--- src/rtl/mem_port_arbiter.sv ---
// Shares the single MMU port between instruction fetch and data access.
// Data has fixed priority; misaligned requests are rejected without touching the MMU.
`ifndef MMU_WIDTH_BYTE
`define MMU_WIDTH_BYTE 2'd0
`endif
`ifndef MMU_WIDTH_HALF
`define MMU_WIDTH_HALF 2'd1
`endif
`ifndef MMU_WIDTH_WORD
`define MMU_WIDTH_WORD 2'd2
`endif

module mem_port_arbiter (
  input  logic        clk,
  input  logic        reset,
  input  logic        if_req,
  input  logic [31:0] if_addr,
  input  logic        if_flush,
  output logic        if_ack,
  output logic [31:0] if_rdata,
  output logic        if_error,
  input  logic        d_req,
  input  logic        d_we,
  input  logic [31:0] d_addr,
  input  logic [1:0]  d_width,
  input  logic        d_signed,
  input  logic [31:0] d_wdata,
  output logic        d_ack,
  output logic [31:0] d_rdata,
  output logic        d_error,
  output logic        busy,
  input  logic        mmu_mem_ready,
  input  logic [31:0] mmu_data_out,
  output logic        mmu_read_enable,
  output logic        mmu_write_enable,
  output logic        mmu_mem_signed_read,
  output logic [1:0]  mmu_mem_data_width,
  output logic [31:0] mmu_address,
  output logic [31:0] mmu_data_in
);

  typedef enum logic [1:0] {IDLE, IFETCH, DATA} state_t;

  state_t      state, state_nx;
  logic        drop, drop_nx;
  logic        re_nx, we_nx, sg_nx;
  logic [1:0]  wd_nx;
  logic [31:0] addr_nx, din_nx;
  logic        if_ack_nx, if_err_nx, d_ack_nx, d_err_nx;
  logic [31:0] if_rd_nx, d_rd_nx;
  logic        d_mis, if_mis;

  assign d_mis  = ((d_width == `MMU_WIDTH_HALF) && d_addr[0]) ||
                  ((d_width == `MMU_WIDTH_WORD) && (d_addr[1:0] != 2'b00));
  assign if_mis = (if_addr[1:0] != 2'b00);
  assign busy   = (state != IDLE);

  always_ff @(posedge clk) begin
    if (reset) begin
      state               <= IDLE;
      drop                <= 1'b0;
      mmu_read_enable     <= 1'b0;
      mmu_write_enable    <= 1'b0;
      mmu_mem_signed_read <= 1'b0;
      mmu_mem_data_width  <= `MMU_WIDTH_WORD;
      mmu_address         <= '0;
      mmu_data_in         <= '0;
      if_ack              <= 1'b0;
      if_error            <= 1'b0;
      if_rdata            <= '0;
      d_ack               <= 1'b0;
      d_error             <= 1'b0;
      d_rdata             <= '0;
    end else begin
      state               <= state_nx;
      drop                <= drop_nx;
      mmu_read_enable     <= re_nx;
      mmu_write_enable    <= we_nx;
      mmu_mem_signed_read <= sg_nx;
      mmu_mem_data_width  <= wd_nx;
      mmu_address         <= addr_nx;
      mmu_data_in         <= din_nx;
      if_ack              <= if_ack_nx;
      if_error            <= if_err_nx;
      if_rdata            <= if_rd_nx;
      d_ack               <= d_ack_nx;
      d_error             <= d_err_nx;
      d_rdata             <= d_rd_nx;
    end
  end

  always_comb begin
    state_nx  = state;
    drop_nx   = drop;
    re_nx     = mmu_read_enable;
    we_nx     = mmu_write_enable;
    sg_nx     = mmu_mem_signed_read;
    wd_nx     = mmu_mem_data_width;
    addr_nx   = mmu_address;
    din_nx    = mmu_data_in;
    if_ack_nx = 1'b0;
    if_err_nx = 1'b0;
    if_rd_nx  = if_rdata;
    d_ack_nx  = 1'b0;
    d_err_nx  = 1'b0;
    d_rd_nx   = d_rdata;

    unique case (state)
      IDLE: begin
        if (d_req) begin
          if (d_mis) begin
            d_ack_nx = 1'b1;
            d_err_nx = 1'b1;
            d_rd_nx  = '0;
          end else begin
            state_nx = DATA;
            addr_nx  = d_addr;
            wd_nx    = d_width;
            re_nx    = ~d_we;
            we_nx    = d_we;
            sg_nx    = ~d_we & d_signed;
            din_nx   = d_we ? d_wdata : '0;
          end
        end else if (if_req && !if_flush) begin
          if (if_mis) begin
            if_ack_nx = 1'b1;
            if_err_nx = 1'b1;
            if_rd_nx  = '0;
          end else begin
            state_nx = IFETCH;
            drop_nx  = 1'b0;
            addr_nx  = if_addr;
            wd_nx    = `MMU_WIDTH_WORD;
            re_nx    = 1'b1;
            we_nx    = 1'b0;
            sg_nx    = 1'b0;
            din_nx   = '0;
          end
        end
      end
      IFETCH, DATA: begin
        // A flush in the completing cycle still suppresses the fetch ack.
        if (state == IFETCH && if_flush) drop_nx = 1'b1;
        if (mmu_mem_ready) begin
          state_nx = IDLE;
          drop_nx  = 1'b0;
          re_nx    = 1'b0;
          we_nx    = 1'b0;
          sg_nx    = 1'b0;
          wd_nx    = `MMU_WIDTH_WORD;
          addr_nx  = '0;
          din_nx   = '0;
          if (state == IFETCH) begin
            if (!(drop || if_flush)) begin
              if_ack_nx = 1'b1;
              if_rd_nx  = mmu_data_out;
            end
          end else begin
            d_ack_nx = 1'b1;
            d_rd_nx  = mmu_write_enable ? '0 : mmu_data_out;
          end
        end
      end
      default: state_nx = IDLE;
    endcase
  end

endmodule

--- config.mk ---
export PLATFORM = sky130hd
export DESIGN_NAME = mem_port_arbiter
export DESIGN_NICKNAME = d
export VERILOG_FILES = /design/src/rtl/mem_port_arbiter.sv
export SDC_FILE = /design/constraint.sdc
export NUM_CORES = 1
export LEC_CHECK = 0
export ABC_AREA = 1
export CAP_MARGIN = 10
export CORE_MARGIN = 4
export CORE_UTILIZATION = 39
export CTS_CLUSTER_SIZE = 14
export DETAILED_ROUTE_END_ITERATION = 12
export PLACE_DENSITY = 0.77
export SKIP_LAST_GASP = 1
export SYNTH_ARGS = -nofsm -noshare
export SYNTH_HDL_FRONTEND = slang
export SYNTH_SLANG_ARGS = --single-unit
--- constraint.sdc ---
create_clock -name clk -period 1.7 [get_ports clk]
set_input_delay 0.34 -clock clk [delete_from_list [all_inputs] [get_ports clk]]
set_output_delay 0.34 -clock clk [all_outputs]
set_load 0.05 [all_outputs]
==> results of run 1 <==
-- critical path: stages, from the launching register on --
cell	delay [ns]
sky130_fd_sc_hd__dfxtp_2	0.34
sky130_fd_sc_hd__inv_2	0.05
sky130_fd_sc_hd__ha_4	0.34
sky130_fd_sc_hd__nor2_4	0.07
sky130_fd_sc_hd__inv_2	0.05
sky130_fd_sc_hd__nand2_2	0.07
sky130_fd_sc_hd__nor2_4	0.16
sky130_fd_sc_hd__nand2_8	0.12
sky130_fd_sc_hd__buf_12	0.16
sky130_fd_sc_hd__a21oi_1	0.16
sky130_fd_sc_hd__nor2_1	0.06
-- timing repair --
item                       in CTS  in global routing
setup buffers                   5                  2
setup endpoints to repair     128                103
resized for setup              16                 43
pin swaps                       3                 10
cloned                          3                 10
-- through the flow --
| stage | cells | TNS [ns] | power, mW | cell area, sq um |
|---|---|---|---|---|
| CTS | 1481 | 0 | 11.2 | 10300 |
| floorplan | 987 | 0 | 5.95 | 6640 |
| global route | 1493 | -1.96 | 11.9 | 10600 |
| detailed placement | 1442 | -32.03 | 7.28 | 9520 |
| finish | 1493 | -0.000726 | 11.4 | 10600 |
| global placement | 1442 | -26.80 | 7.24 | 9520 |
-- cells by family (layout without fill, tap and decap cells) --
group	count (synthesis)	after routing	share of synthesized area, %
buffers and inverters	140	425	8.99
adders and majority gates	4	4	0.757
DFF	140	140	42.4
and+or+nand+nor	530	531	34.7
AOI/OAI and AO/OA	173	173	13.1
-- metal layers --
layer	global-route usage [%]	vias to the layer above	wire, microns
met5	0	-	0
met2	39.6	376	12100
met4	7.90	0	646
met3	7.60	58	2310
met1	28.5	3566	9730
li1	-	3794	-
-- Yosys cell counts --
library cell               instances  share of area [%]
sky130_fd_sc_hd__a21oi_1         155                 12
sky130_fd_sc_hd__buf_4             7               0.79
sky130_fd_sc_hd__nand4_1          68                6.4
sky130_fd_sc_hd__nand2_2           4               0.38
sky130_fd_sc_hd__o21bai_1          1               0.11
sky130_fd_sc_hd__nand3_2           1               0.15
sky130_fd_sc_hd__nor3_4            1               0.25
sky130_fd_sc_hd__dfxtp_1         140                 42
sky130_fd_sc_hd__o21ai_0          17                1.3
sky130_fd_sc_hd__clkbuf_1         42                2.4
sky130_fd_sc_hd__inv_2             5               0.28
sky130_fd_sc_hd__nand3_1          69                5.2
sky130_fd_sc_hd__nor2_2            1              0.095
sky130_fd_sc_hd__buf_2            34                2.6
sky130_fd_sc_hd__nor2_1          124                7.0
sky130_fd_sc_hd__nand3_4           1               0.26
sky130_fd_sc_hd__nor3_1            3               0.23
sky130_fd_sc_hd__ha_1              4               0.76
sky130_fd_sc_hd__buf_1             7               0.40
sky130_fd_sc_hd__inv_1            45                2.6
sky130_fd_sc_hd__or2_2             1              0.095
sky130_fd_sc_hd__nand2_1         257                 15
-- area by class of cell --
type	instances	share of cell area, %
clock buffer	23	4.69
clock inverter	9	1.04
inverter	50	1.88
multi-input combinational	708	31.7
sequential	140	26.4
tap	220	2.59
timing repair buffer	343	31.7
-- worst min path at each step --
stage,cells after the start,start,slack [ns],end
6_report,2,reset,0.18,mmu_mem_data_width[0]$_SDFFE_PP0P_
4_1_cts,2,reset,0.17,mmu_mem_data_width[0]$_SDFFE_PP0P_
3_5_place_dp,2,mmu_data_in[11]$_SDFFE_PP0P_,0.45,mmu_data_in[11]$_SDFFE_PP0P_
2_1_floorplan,2,drop$_SDFFE_PP0P_,0.45,drop$_SDFFE_PP0P_
5_1_grt,2,reset,0.18,mmu_mem_data_width[0]$_SDFFE_PP0P_
3_3_place_gp,2,mmu_mem_data_width[1]$_SDFFE_PP1P_,0.44,mmu_mem_data_width[1]$_SDFFE_PP1P_
-- state kept, by name, summed over array words and instances (netlist names), 2 cells and up --
| register | cells |
|---|---|
| mmu_mem_data_width | 2 |
| d_rdata | 32 |
| mmu_address | 32 |
| if_rdata | 32 |
| state | 2 |
| mmu_data_in | 32 |
-- power groups by stage --
stage	sequential (mW)	combinational, mW	clock, mW
after floorplan	4.62	1.32	0
after global placement	3.75	3.49	0
after detailed placement	3.76	3.52	0
after CTS	3.70	3.67	3.81
after global routing	3.73	4.23	3.97
final	3.70	3.99	3.76
==> flow_summary.json, run 1 <==
{
  "tritoncts_buffer_count": 17,
  "port_bufs": 275,
  "drv_slew": 0,
  "worst_setup_path_startpoint": "state[0]$_SDFFE_PP0P_",
  "avgRoutedWirePerCell_microns": 16.6,
  "path_max_fanout": 8,
  "clkTransAtPathRegs_ns": 0.06,
  "max_cap_viol_count": 0,
  "clock_power_share_pct": 32.8,
  "worst_setup_path_start_kind": "register",
  "hold_class": "input pin to register",
  "number_of_instances_in_the_synthesized_netlist": 987,
  "route.final.wire_length_mm": 24.8,
  "fillers": 1454,
  "synthesis.area_sq_mm": 0.00661,
  "timing.final.ws_setup_ns": -0.000726,
  "clock_sink_count": 140,
  "ys_ff_latch": 140,
  "cts_max_level": 4,
  "layout.nets": 1402,
  "yosysWarnings": 0,
  "final_ant_viol_nets": 0,
  "cell_internal_pwr_mw": 7.44,
  "place.detailed.hpwl_mm": 16.5,
  "crit_type": "register to register",
  "layout_common_cells": "253 x sky130_fd_sc_hd__nand2_1, 168 x sky130_fd_sc_hd__buf_4, 149 x sky130_fd_sc_hd__a21oi_1, 138 x sky130_fd_sc_hd__dfxtp_1, 135 x sky130_fd_sc_hd__clkdlybuf4s50_1",
  "endpoint_arrival_time_on_the_critical_path_ns": 2.00,
  "globalRouteTotalUtil_pct": 23.5,
  "synth-seq-area-share_pct": 42.4,
  "hold_buffers": 0,
  "fin_worst_hold_slack_ns": 0.182,
  "layout-drive-gt1-share_pct": 21.8,
  "core_region_area_sq_mm": 0.0166,
  "pre_cts_ws_ns": -0.310,
  "layout.cells.most_common": "sky130_fd_sc_hd__nand2_1",
  "grt_pass1_wl_mm": 37.4,
  "num_vias": 7794,
  "comb_power_share_pct": 34.8,
  "status": "finished with violations",
  "clk_latency_ns": 0.41,
  "utilization_pct": 64.0,
  "critPathCaptureType": "register",
  "max-clock-path-buffers": 2,
  "failed_checks": "negative setup slack",
  "area_growth_syn_to_layout_pct": 60.4,
  "ioPinCount": 276,
  "antenna_found_initial": 0,
  "period_needed_ns": 1.70,
  "crit_path_end": "if_rdata[11]$_SDFFE_PP0P_",
  "ir_worst_vdd_mv": 0.676,
  "leakagePower_nw": 4.66,
  "floorplan.die_area_sq_mm": 0.0191,
  "worst_slew_pin_slew_ns": 0.334,
  "finClkSkew_ns": 0.00603,
  "grt_setup_unrepaired": "yes",
  "area_occupied_by_multi_input_gates_sq_mm": 0.00336,
  "r2r_start": "state[0]$_SDFFE_PP0P_",
  "timing.slew.headroom_pct": 77.8,
  "hold_viol_final": 0,
  "critPathRequiredTime_ns": 2.00,
  "worst-r2r-cell-count": 10,
  "seqPwrFrac_pct": 32.3,
  "grt_pass1_vias": 7315,
  "p_sw_share_pct": 35.0,
  "pin_count_of_the_biggest_net_entering_global_routing": 70,
  "cellPowerDensity_mw_per_mm2": 1080,
  "tritoncts_clock_tree": "yes",
  "register_area_sq_mm": 0.00281,
  "row_count": 47,
  "first_iter_violations": 476,
  "die_h_microns": 138,
  "postSynthNetCount": 1129,
  "timing.final.setup_violations": 1,
  "floorplan.die.width_microns": 138,
  "setup.reg_to_reg.worst_slack_ns": -0.0007,
  "worstReg2RegEnd": "if_rdata[11]$_SDFFE_PP0P_",
  "total_switching_power_mw": 4.01,
  "drc_errors": 0,
  "drt_pass1_iterations": 5,
  "grt_remaining_overflow": 0,
  "start_util_pct": 39.9,
  "finalCritPeriodShare_pct": 100,
  "avgSynthCellArea_sq_um": 6.70,
  "place.gp.congestion": 0.852,
  "antenna_cells": 0,
  "clock_tree.root_cell": "sky130_fd_sc_hd__clkbuf_16",
  "number_of_unique_standard_cell_types_used_by_synthesis": 22,
  "viasPerCell": 5.22,
  "max_clock_freq_mhz": 588
}
(Power assumes the default switching activity.)
==> run 2: changes to the inputs <==
--- a/config.mk
+++ b/config.mk
@@ -8,10 +8,10 @@
 export ABC_AREA = 1
 export CAP_MARGIN = 10
 export CORE_MARGIN = 4
-export CORE_UTILIZATION = 39
+export CORE_UTILIZATION = 47
 export CTS_CLUSTER_SIZE = 14
 export DETAILED_ROUTE_END_ITERATION = 12
-export PLACE_DENSITY = 0.77
+export PLACE_DENSITY = 0.87
 export SKIP_LAST_GASP = 1
 export SYNTH_ARGS = -nofsm -noshare
 export SYNTH_HDL_FRONTEND = slang
==> constraint.sdc (replaced) <==
create_clock -name clk -period 2.1 [get_ports clk]
set_input_delay 0.42 -clock clk [delete_from_list [all_inputs] [get_ports clk]]
set_output_delay 0.42 -clock clk [all_outputs]
set_load 0.05 [all_outputs]
==> run 2 against run 1 <==
Net effect: the run now ends clean; sequential power down 19%; sequential share of layout area up 1.3 points; power shrank 25%; worst setup slack improved by 0.058 ns; critical path type is now register to output port; critical endpoint is now mmu_data_in[4].
==> flow_summary.json, run 2 (synthesis results as in run 1) <==
{
  "timing.slew.headroom_pct": 62.1,
  "pre_cts_ws_ns": 0.0713,
  "hold_buffers": 0,
  "num_vias": 7554,
  "worst_slew_pin_slew_ns": 0.569,
  "worstReg2RegEnd": "if_rdata[20]$_SDFFE_PP0P_",
  "area_occupied_by_multi_input_gates_sq_mm": 0.00323,
  "max_stage_delay_ns": 0.83,
  "row_count": 43,
  "postCtsSetupRepairBufs": 0,
  "place.gp.congestion": 0.858,
  "grt_remaining_overflow": 0,
  "critPathCaptureType": "output port",
  "viasPerCell": 5.35,
  "route.final.wire_length_mm": 22.7,
  "critical_path_cell_by_cell": "clkdlybuf4s50_1",
  "core_region_area_sq_mm": 0.0138,
  "antenna_found_initial": 1,
  "clock_sink_count": 140,
  "clock_power_share_pct": 32.0,
  "seqPwrFrac_pct": 34.9,
  "min_delay_worst_endpoint": "if_error$_SDFF_PP0_",
  "layout.nets": 1364,
  "hold_start": "d_req",
  "critPathTopFamily": "buffers and inverters",
  "die_h_microns": 127,
  "max_clock_freq_mhz": 489,
  "cell_internal_pwr_mw": 5.56,
  "port_bufs": 275,
  "cts_max_level": 4,
  "period_needed_ns": 2.04,
  "timing.final.ws_setup_ns": 0.0568,
  "globalRouteTotalUtil_pct": 27.2,
  "floorplan.die.width_microns": 127,
  "setup.reg_to_reg.worst_slack_ns": 0.18,
  "stdcell_area_sq_mm": 0.0101,
  "crit_buf_inv": 1,
  "drv_slew": 0,
  "hold_class": "input pin to register",
  "finClkSkew_ns": 0.00572,
  "status": "finished clean",
  "total_switching_power_mw": 3.00,
  "totalPowerFinal_mw": 8.56,
  "cellPowerDensity_mw_per_mm2": 849,
  "worst-r2r-cell-count": 8,
  "register_area_sq_mm": 0.00280,
  "comb_power_share_pct": 33.1,
  "first_iter_violations": 445,
  "pin_count_of_the_biggest_net_entering_global_routing": 67,
  "r2r_start": "state[0]$_SDFFE_PP0P_",
  "finalCritPeriodShare_pct": 97.3,
  "ir_worst_vdd_mv": 0.497,
  "clkTransAtPathRegs_ns": 0.06,
  "tritoncts_clock_tree": "yes",
  "ioPinCount": 276,
  "antenna_cells": 0,
  "drt_pass1_iterations": 5,
  "clk_latency_ns": 0.41,
  "critPathRequiredTime_ns": 1.68,
  "grt_pass1_vias": 6949,
  "tritoncts_buffer_count": 17,
  "p_sw_share_pct": 35.0,
  "utilization_pct": 73.0,
  "placed_cells_incl_taps": 1383,
  "crit_type": "register to output port",
  "place.detailed.hpwl_mm": 15.6,
  "start_util_pct": 47.8,
  "fillers": 1115,
  "clock_tree.root_cell": "sky130_fd_sc_hd__clkbuf_16",
  "critical_path.slowest_cell": "sky130_fd_sc_hd__clkdlybuf4s50_1",
  "area_growth_syn_to_layout_pct": 52.5,
  "number_of_gates_given_a_new_drive_strength_after_cts": 0,
  "floorplan.die_area_sq_mm": 0.0160,
  "hold_viol_final": 0,
  "drc_errors": 0,
  "layout.cells.most_common": "sky130_fd_sc_hd__clkdlybuf4s50_1",
  "place_area_sq_mm": 0.00955,
  "layout_common_cells": "266 x sky130_fd_sc_hd__clkdlybuf4s50_1, 257 x sky130_fd_sc_hd__nand2_1, 155 x sky130_fd_sc_hd__a21oi_1, 140 x sky130_fd_sc_hd__dfxtp_1, 124 x sky130_fd_sc_hd__nor2_1",
  "totalNegativeSetupSlack_ns": 0,
  "avgRoutedWirePerCell_microns": 16.0,
  "grt_pass1_wl_mm": 35.5,
  "path_max_fanout": 2,
  "layout-drive-gt1-share_pct": 6.73,
  "final_cell_count_no_fill": 1413,
  "final_ant_viol_nets": 0,
  "worstHoldPathCells": 4,
  "endpoint_arrival_time_on_the_critical_path_ns": 1.62,
  "grt_setup_unrepaired": "no",
  "max-clock-path-buffers": 2,
  "timing.final.setup_violations": 0,
  "worst_setup_path_start_kind": "register",
  "fin_worst_hold_slack_ns": 0.423,
  "leakagePower_nw": 4.05,
  "max_cap_viol_count": 0
}
==> run 2: cell types whose count changed in the layout (fill, tap and decap cells not counted), sizes merged <==
cell           before  now
clkbuf             29   21
nand2             262  261
clkinvlp            4    1
bufinv              2    1
buf               202   40
clkdlybuf4s50     135  266
inv                49   50
clkinv              4    7
==> run 2: how the worst max path moves through the flow <==
stage / from / endpoint / cells past startpoint
detailed placement: if_flush / mmu_data_in[18]$_SDFFE_PP0P_ / 8
global placement: if_addr[1] / if_rdata[24]$_SDFFE_PP0P_ / 9
finish: mmu_data_in[4]$_SDFFE_PP0P_ / mmu_data_in[4] / 1
CTS: mmu_data_in[4]$_SDFFE_PP0P_ / mmu_data_in[4] / 1
global route: mmu_data_in[4]$_SDFFE_PP0P_ / mmu_data_in[4] / 1
floorplan: state[0]$_SDFFE_PP0P_ / if_rdata[4]$_SDFFE_PP0P_ / 9
==> run 2: layer usage <==
metal / wire (microns) / track usage (%) / up-vias / share of wire [%]
met1: 8680 / 32.3 / 3452 / 38
li1: - / - / 3703 / -
met3: 2440 / 9.56 / 41 / 11
met4: 577 / 10.5 / 2 / 2.5
met2: 10900 / 45.1 / 356 / 48
met5: 9 / 0 / - / 0.040
==> run 2: cell type report <==
class	count	share of cell area, %
clock inverter	9	0.719
sequential	140	27.8
timing repair buffer	306	30.8
multi-input combinational	707	32.0
clock buffer	21	4.56
inverter	50	1.86
tap	180	2.23
==> run 2: power groups by stage <==
stage,Sequential [mW],Combinational [mW],Clock (mW)
floorplan,3.74,1.05,0
global placement,3.03,2.80,0
detailed placement,3.04,2.82,0
CTS,2.99,2.84,2.78
global route,3.01,3.03,2.90
finish,2.99,2.84,2.74
==> run 3: changes to the inputs <==
--- a/config.mk
+++ b/config.mk
@@ -16,3 +16,4 @@
 export SYNTH_ARGS = -nofsm -noshare
 export SYNTH_HDL_FRONTEND = slang
 export SYNTH_SLANG_ARGS = --single-unit
+export TNS_END_PERCENT = 100
==> results of run 3 <==
Same layout as run 2: the final DEF is identical, and so are final timing and power.
